## config.mk

```make
export PLATFORM = sky130hd
export DESIGN_NAME = sw_input_conditioner
export DESIGN_NICKNAME = d
export VERILOG_FILES = /design/src/rtl/sw_input_conditioner.sv
export SDC_FILE = /design/constraint.sdc
export NUM_CORES = 1
export LEC_CHECK = 0
export BUFFER_PORTS_ARGS = -buffer_cell sky130_fd_sc_hd__buf_4
export CORE_MARGIN = 3
export CORE_UTILIZATION = 40
export CTS_CLUSTER_DIAMETER = 120
export DETAILED_ROUTE_END_ITERATION = 7
export GPL_TIMING_DRIVEN = 0
export HOLD_SLACK_MARGIN = 0.03
export PLACE_DENSITY = 0.65
export SYNTH_ARGS = -nofsm -noshare
export SYNTH_HDL_FRONTEND = slang
export SYNTH_SLANG_ARGS = --single-unit
```

## constraint.sdc

```tcl
create_clock -name clk -period 2.2 [get_ports clk]
set_clock_uncertainty 0.2 [all_clocks]
set_input_delay 0.22 -clock clk [delete_from_list [all_inputs] [get_ports clk]]
set_output_delay 0.22 -clock clk [all_outputs]
set_load 0.01 [all_outputs]
```

## src/rtl/sw_input_conditioner.sv

```systemverilog
// sw_input_conditioner: board switch front end for the cpu core.
// Each switch is synchronised and debounced independently; a debounced rising
// edge on SW8 captures SW[7:0] as a byte. The cpu takes the byte over a
// valid/ack handshake, one byte per press. A press that arrives while a byte
// is still waiting raises a sticky overrun flag and is dropped.
// All state uses a synchronous active-low reset.

module sw_input_conditioner #(
  parameter int unsigned DB_COUNT = 50000,
  // Derived from DB_COUNT; leave at its default.
  parameter int unsigned CNT_W    = $clog2(DB_COUNT + 1)
) (
  input  logic       clk,
  input  logic       nReset,
  input  logic [9:0] SW_raw,
  output logic [9:0] SW_db,
  output logic [7:0] data_out,
  output logic       data_valid,
  input  logic       data_ack,
  output logic       overrun
);

  localparam int unsigned NumSw = 10;

  // Last count before a debounced bit takes the new level.
  localparam logic [CNT_W-1:0] DbLast = CNT_W'(DB_COUNT - 1);

  typedef enum logic [1:0] {
    StIdle      = 2'd0,
    StPresented = 2'd1,
    StWaitRel   = 2'd2
  } state_e;

  logic [NumSw-1:0] sync1_q;
  logic [NumSw-1:0] sync2_q;
  logic [CNT_W-1:0] cnt_q [NumSw];
  logic             sw8_q;
  logic             press;
  state_e           state_q;

  // Two-flop synchroniser for every raw switch.
  always_ff @(posedge clk) begin
    if (!nReset) begin
      sync1_q <= '0;
      sync2_q <= '0;
    end else begin
      sync1_q <= SW_raw;
      sync2_q <= sync1_q;
    end
  end

  // Per-bit debounce: a bit follows its synchronised input only after the
  // input has disagreed with it for DB_COUNT consecutive cycles.
  always_ff @(posedge clk) begin
    if (!nReset) begin
      SW_db <= '0;
      for (int i = 0; i < NumSw; i++) begin
        cnt_q[i] <= '0;
      end
    end else begin
      for (int i = 0; i < NumSw; i++) begin
        if (sync2_q[i] != SW_db[i]) begin
          if (cnt_q[i] == DbLast) begin
            SW_db[i] <= sync2_q[i];
            cnt_q[i] <= '0;
          end else begin
            cnt_q[i] <= cnt_q[i] + CNT_W'(1);
          end
        end else begin
          // Any agreement restarts the window, so short glitches never land.
          cnt_q[i] <= '0;
        end
      end
    end
  end

  // Delayed copy of the debounced SW8 for rising-edge detection.
  always_ff @(posedge clk) begin
    if (!nReset) begin
      sw8_q <= 1'b0;
    end else begin
      sw8_q <= SW_db[8];
    end
  end

  // A switch held high through reset counts as a press once it debounces,
  // because sw8_q starts at 0.
  assign press = SW_db[8] & ~sw8_q;

  // Handshake FSM with registered byte, valid and overrun outputs.
  always_ff @(posedge clk) begin
    if (!nReset) begin
      state_q    <= StIdle;
      data_out   <= '0;
      data_valid <= 1'b0;
      overrun    <= 1'b0;
    end else begin
      case (state_q)
        StIdle: begin
          if (press) begin
            data_out   <= SW_db[7:0];
            data_valid <= 1'b1;
            state_q    <= StPresented;
          end
        end
        StPresented: begin
          // A second press never replaces the pending byte; it only flags.
          if (press) begin
            overrun <= 1'b1;
          end
          if (data_ack) begin
            data_valid <= 1'b0;
            state_q    <= SW_db[8] ? StWaitRel : StIdle;
          end
        end
        StWaitRel: begin
          if (!SW_db[8]) begin
            state_q <= StIdle;
          end
        end
        default: begin
          data_valid <= 1'b0;
          state_q    <= StIdle;
        end
      endcase
    end
  end

endmodule

```

==> flow_metrics.py, run 1 <==
metrics = {
    "cells_and_area": {
        "final_common_cell": "nor2_1",
        "final_layout_size_suffix_gt1_share_pct": 10.9,
        "nNetsFinal": 1213,
        "antenna_cells": 0,
        "final_cell_mix": "183 x nor2_1, 160 x edfxtp_1, 160 x conb_1",
        "fin_area_um2": 12500,
        "syn2layout_area_growth_pct": 24.6,
        "utilization_pct": 51.0,
    },
    "placement": {
        "io_buffers": 31,
        "placed_cell_area_um2": 11200,
        "dp_hpwl_mm": 13.2,
        "gp_congestion": 0.815,
    },
    "sta": {
        "hold_viol": 0,
        "timing.final.ws_setup_ns": -0.00503,
        "worstMarginPinSlew_ns": 0.871,
        "finalCritPeriodShare_pct": 100,
        "rsz0062_at_grt": "true",
        "slew-limit-headroom_pct": 41.9,
        "fmax_ghz": 0.454,
        "period_minus_slack_ns": 2.21,
        "setup_viol": 2,
        "maxSlewViolCount": 0,
    },
    "die": {
        "io_pins": 33,
        "core-area_um2": 24500,
        "die-width_um": 164,
        "num_rows": 57,
        "dieArea_um2": 27000,
        "start_util_pct": 40.9,
        "floorplan.die.height_um": 164,
    },
    "power": {
        "ir_drop_uv": 492,
        "powerDensity_nw_per_um2": 692,
        "power.leakage_nw": 4.43,
    },
    "cts": {
        "cts.sinks": 203,
        "cts.clk_slew.worst_paths_ns": 0.06,
        "htreeDepth": 1,
        "clk_latency_ns": 0.53,
        "cts_buffers": 23,
        "root_buffer": "clkbuf_16",
        "cts_buffer_depth": 3,
        "cts_tree": "built",
    },
    "detailed_routing": {
        "drtPass1Iterations": 4,
        "drtIter0Drc": 413,
        "wl_per_cell_um": 12.5,
        "drc": 0,
        "ant_nets": 0,
        "wl_mm": 19.2,
        "via_per_inst": 4.65,
        "via_count": 7120,
    },
    "grt": {
        "grt_pass1_vias": 6871,
        "antenna_found_initial": 0,
        "grt_start_max_net_pins": 17,
        "grt_pass1_wl_mm": 32.0,
        "overflow": 0,
        "track_usage_pct": 14.4,
    },
    "synth": {
        "yosys.area.top_type": "edfxtp_1",
        "yosysWarnings": 0,
        "synth_top_cell_area_share_pct": 48.0,
        "synth-seq-cells": 203,
        "synth_cells": 943,
        "syn_avg_cell_area_um2": 10.6,
        "ys_top_cells_by_area": "edfxtp_1 48%, xnor2_1 10%, dfxtp_1 8.6%, nor2_1 7.2%, nand3_1 2.9%",
        "synth_cell_types": 42,
        "synthesis.area_um2": 10000,
        "yosysSeqAreaShare_pct": 56.6,
    },
    "run_status": {
        "violations": "negative setup slack",
        "status": "complete, but fails checks",
    },
    "setup_path": {
        "critPathMaxStageDelay_ns": 0.52,
        "critical_path_class": "register to register",
        "crit_path_max_fanout": 5,
        "endpoint_kind": "register",
        "worstPathArrival_ns": 2.27,
        "cp_slowest_cell": "or4b_4",
        "path_cells": "or4b_4, nor4_4, or2_1, buf_6, clkbuf_16, nor2_2",
        "cp.required_ns": 2.27,
        "startpoint_type": "register",
    },
    "job": {
        "maxCapViolations": 0,
    },
    "worst_hold_path": {
        "holdCritPathClass": "register to register",
    },
}
## stage by stage
| stage | total power [mW] | std cells | hold WS (ns) | worst slack [ns] | setup TNS, ns |
|---|---|---|---|---|---|
| after global routing | 8.96 | 1531 | 0.244 | -0.112 | -1.35 |
| after CTS | 8.71 | 1517 | 0.210 | 0.00173 | 0 |
| after global placement | 4.83 | 1457 | 0.215 | -0.309 | -20.80 |
| after floorplan | 4.73 | 1102 | 0.147 | 0.0593 | 0 |
| final | 8.63 | 1531 | 0.230 | -0.00503 | -0.00514 |
| after detailed placement | 4.84 | 1457 | 0.219 | -0.374 | -22.64 |
## layer usage
layer | vias up | global-route usage (%) | part of all wire, %
li1 | 3688 | - | -
met1 | 3296 | 19.1 | 47
met2 | 102 | 24.2 | 48
met3 | 34 | 2.60 | 3.4
met4 | 0 | 4.23 | 2.3
met5 | - | 0 | 0
## registers in the layout, indices dropped and copies added (netlist names)
register	count
data_out	8
cnt_q	160
sync2_q	10
overrun	1
data_valid	1
sync1_q	10
sw8_q	1
SW_db	10
state_q	2
## final timing paths
path                  end   startpoint  slack (ns)  depth (start not counted)
min            sync2_q[6]   sync1_q[6]        0.23                          1
min reg2reg    sync2_q[6]   sync1_q[6]        0.23                          1
max          cnt_q[9][15]  cnt_q[9][5]      -0.005                          6
max reg2reg  cnt_q[9][15]  cnt_q[9][5]      -0.005                          6
## cell usage after synthesis
library cell	number
a21oi_1	12
and2_1	21
and3_1	7
and4_1	2
and4b_1	2
buf_12	1
buf_2	2
buf_4	1
buf_6	2
clkbuf_1	13
conb_1	1
dfxtp_1	43
edfxtp_1	160
ha_1	10
inv_1	35
mux2_2	2
mux2i_1	7
nand2_1	56
nand2b_1	1
nand3_1	58
nand4_1	39
nand4b_1	3
nor2_1	193
nor2b_1	1
nor3_1	38
nor4_1	45
nor4_2	1
nor4b_1	5
nor4bb_1	10
o211ai_1	2
o211ai_4	1
o21ai_0	4
o21bai_1	1
o31ai_1	2
or2_1	1
or2_2	3
or3_1	6
or4_1	1
or4_2	1
or4b_1	1
xnor2_1	118
xor2_1	31
## where the power goes
group	total (mW)	internal [mW]	switching, mW	leakage, nW
logic	0.385	0.177	0.208	2.05
registers	4.44	4.28	0.153	2.00
clock network	3.80	2.27	1.54	0.374
## worst max-delay path, delay by kind of cell (launching register included)
family                 cells  cell delay (ns)
buffers and inverters      2             0.29
flip-flops                 1             0.45
AND/OR/NAND/NOR            4             1.03
## logic make-up after synthesis
group	Yosys count	share of synthesized area [%]
and+or+nand+nor	495	24.4
adders and majority gates	10	1.25
AOI/OAI and AO/OA	22	1.39
DFF	203	56.6
xor gates and xnor gates	149	13.0
buffers and inverters	54	2.40
other	1	0.0375
muxes	9	0.925
## what timing repair did
item,4_1_cts,5_1_grt
setup endpoints to repair,107,106
cloned,0,1
hold buffers,11,0
hold endpoints to repair,13,0
resized for setup,14,29
pin swaps,5,10
setup buffers,9,15
## area by class of cell
class                           count  area [um2]
Inverter                           35         131
Clock buffer                       35         682
Fill cell                        2225       12000
Timing Repair Buffer               67         548
Buffer                             15         101
Multi-Input combinational cell    845        4860
Sequential cell                   203        5670
Clock inverter                      7        75.1
Tap cell                          324         405
Power figures use the tool's default switching activity.
==> inputs of run 2 (changes only) <==
- BUFFER_PORTS_ARGS: -buffer_cell sky130_fd_sc_hd__buf_4 -> unset
- DONT_BUFFER_PORTS: unset -> 1
- PLACE_DENSITY: 0.65 -> 0.64
==> flow_metrics.py, run 2 (same netlist as run 1, synthesis figures left out) <==
metrics = {
    "job": {
        "maxCapViolations": 0,
    },
    "grt": {
        "grt_pass1_wl_mm": 31.7,
        "track_usage_pct": 14.3,
        "grt_start_max_net_pins": 17,
        "overflow": 0,
        "grt_pass1_vias": 6691,
        "antenna_found_initial": 0,
    },
    "cells_and_area": {
        "final_common_cell": "nor2_1",
        "nFillCells": 2281,
        "utilization_pct": 49.7,
        "antenna_cells": 0,
        "nNetsFinal": 1180,
        "final_cell_mix": "183 x nor2_1, 160 x edfxtp_1, 160 x conb_1",
        "syn2layout_area_growth_pct": 21.6,
        "final_layout_size_suffix_gt1_share_pct": 7.91,
        "fin_area_um2": 12200,
        "top_register": "cnt_q",
        "largest_reg_flops": 160,
    },
    "setup_path": {
        "cp.required_ns": 2.25,
        "critPathBufInv": 2,
        "startpoint_type": "register",
        "cp_top_family": "simple AND/OR/NAND/NOR gates",
        "crit_path_max_fanout": 6,
        "cp_slowest_cell": "or4b_4",
        "path_cells": "or4b_4, nor4_4, or2_1, buf_6, clkbuf_16, nor2_2",
        "worstPathArrival_ns": 2.26,
        "endpoint_kind": "register",
        "critical_path_class": "register to register",
        "critPathMaxStageDelay_ns": 0.56,
    },
    "power": {
        "seq_power_share_pct": 52.9,
        "clkPwrFrac_pct": 42.8,
        "ir_drop_uv": 595,
        "power.leakage_nw": 4.23,
        "p_switching_mw": 1.83,
        "powerDensity_nw_per_um2": 690,
        "power.internal_mw": 6.56,
        "p_comb_share_pct": 4.4,
        "switching_share_pct": 21.8,
    },
    "sta": {
        "timing.final.ws_setup_ns": -0.00619,
        "finalCritPeriodShare_pct": 100,
        "worstMarginPinSlew_ns": 0.900,
        "whs_ns": 0.170,
        "setup_viol": 1,
        "rsz0062_at_grt": "true",
        "fin_tns_setup_ns": -0.00619,
        "slew-limit-headroom_pct": 39.7,
        "fmax_ghz": 0.453,
        "hold_viol": 0,
        "period_minus_slack_ns": 2.21,
        "maxSlewViolCount": 0,
    },
    "detailed_routing": {
        "wl_per_cell_um": 12.5,
        "wl_mm": 18.8,
        "drtIter0Drc": 403,
        "drtPass1Iterations": 5,
        "drc": 0,
        "ant_nets": 0,
        "via_per_inst": 4.67,
        "via_count": 6994,
    },
    "cts": {
        "cts.clk_slew.worst_paths_ns": 0.06,
        "cts_buffer_depth": 3,
        "clk_latency_ns": 0.51,
        "cts_buffers": 24,
        "root_buffer": "clkbuf_16",
        "cts.sinks": 203,
        "htreeDepth": 1,
        "cts_tree": "built",
    },
    "placement": {
        "dp_hpwl_mm": 12.9,
        "io_buffers": 0,
        "placed_cell_area_um2": 11000,
        "gp_congestion": 0.832,
        "dp_slack_ns": -0.297,
    },
    "run_status": {
        "violations": "negative setup slack",
        "status": "complete, but fails checks",
    },
    "die": {
        "core-area_um2": 24500,
        "die-width_um": 164,
        "start_util_pct": 40.9,
        "num_rows": 57,
        "io_pins": 33,
        "floorplan.die.height_um": 164,
        "dieArea_um2": 27000,
    },
    "worst_hold_path": {
        "holdCritPathClass": "input port to register",
    },
}
==> run 2: cell count changes in the layout (fill, tap and decap cells not counted), sizes merged <==
cell	before	now
clkinv	4	7
bufinv	1	0
inv	37	35
buf	61	29
==> run 2: area by class of cell <==
type                       instances  area, um2  area share [%]
sequential                       203       5670            46.6
multi-input combinational        845       4860            39.9
clock buffer                      37        681            5.59
tap                              324        405            3.33
timing repair buffer              34        300            2.47
inverter                          35        131            1.08
buffer                            14       98.8           0.812
clock inverter                     7       30.0           0.247
==> run 2: power groups by stage <==
| stage | clock network, mW | logic (mW) | registers, mW |
|---|---|---|---|
| floorplan | 0 | 0.260 | 4.47 |
| global placement | 0 | 0.305 | 4.51 |
| detailed placement | 0 | 0.306 | 4.52 |
| CTS | 3.71 | 0.345 | 4.43 |
| global route | 3.86 | 0.427 | 4.46 |
| finish | 3.59 | 0.368 | 4.43 |
==> run 2: path summary, 6_finish.rpt <==
| path | to | cells after the start | from | slack, ns |
|---|---|---|---|---|
| max | cnt_q[9][14] | 6 | cnt_q[9][13] | -0.006 |
| min | sync1_q[7] | 2 | SW_raw[7] | 0.17 |
| max reg2reg | cnt_q[9][14] | 6 | cnt_q[9][13] | -0.006 |
| min reg2reg | sync2_q[8] | 1 | sync1_q[8] | 0.23 |
==> run 2: repair_timing <==
item | in CTS | in global routing
gates resized for setup | 14 | 30
hold buffers | 11 | 0
endpoints found under the setup margin | 106 | 99
gates cloned | 0 | 1
hold endpoints to repair | 13 | 0
pin swaps | 3 | 9
setup buffers | 14 | 8
==> run 2: stage by stage <==
stage,std cells,total power [mW]
6_report,1499,8.39
5_1_grt,1499,8.74
4_1_cts,1493,8.49
3_5_place_dp,1426,4.82
3_3_place_gp,1426,4.81
2_1_floorplan,1102,4.73
==> run 2: layer usage <==
metal  wire length, um  vias up  share of wire, %  global-route usage, %
li1                  -     3630                 -                      -
met3               868       22               4.6                   2.93
met5                 0        -                 0                      0
met4               291        0               1.6                   3.19
met2              8930      100                48                   24.2
met1              8660     3242                46                   18.9
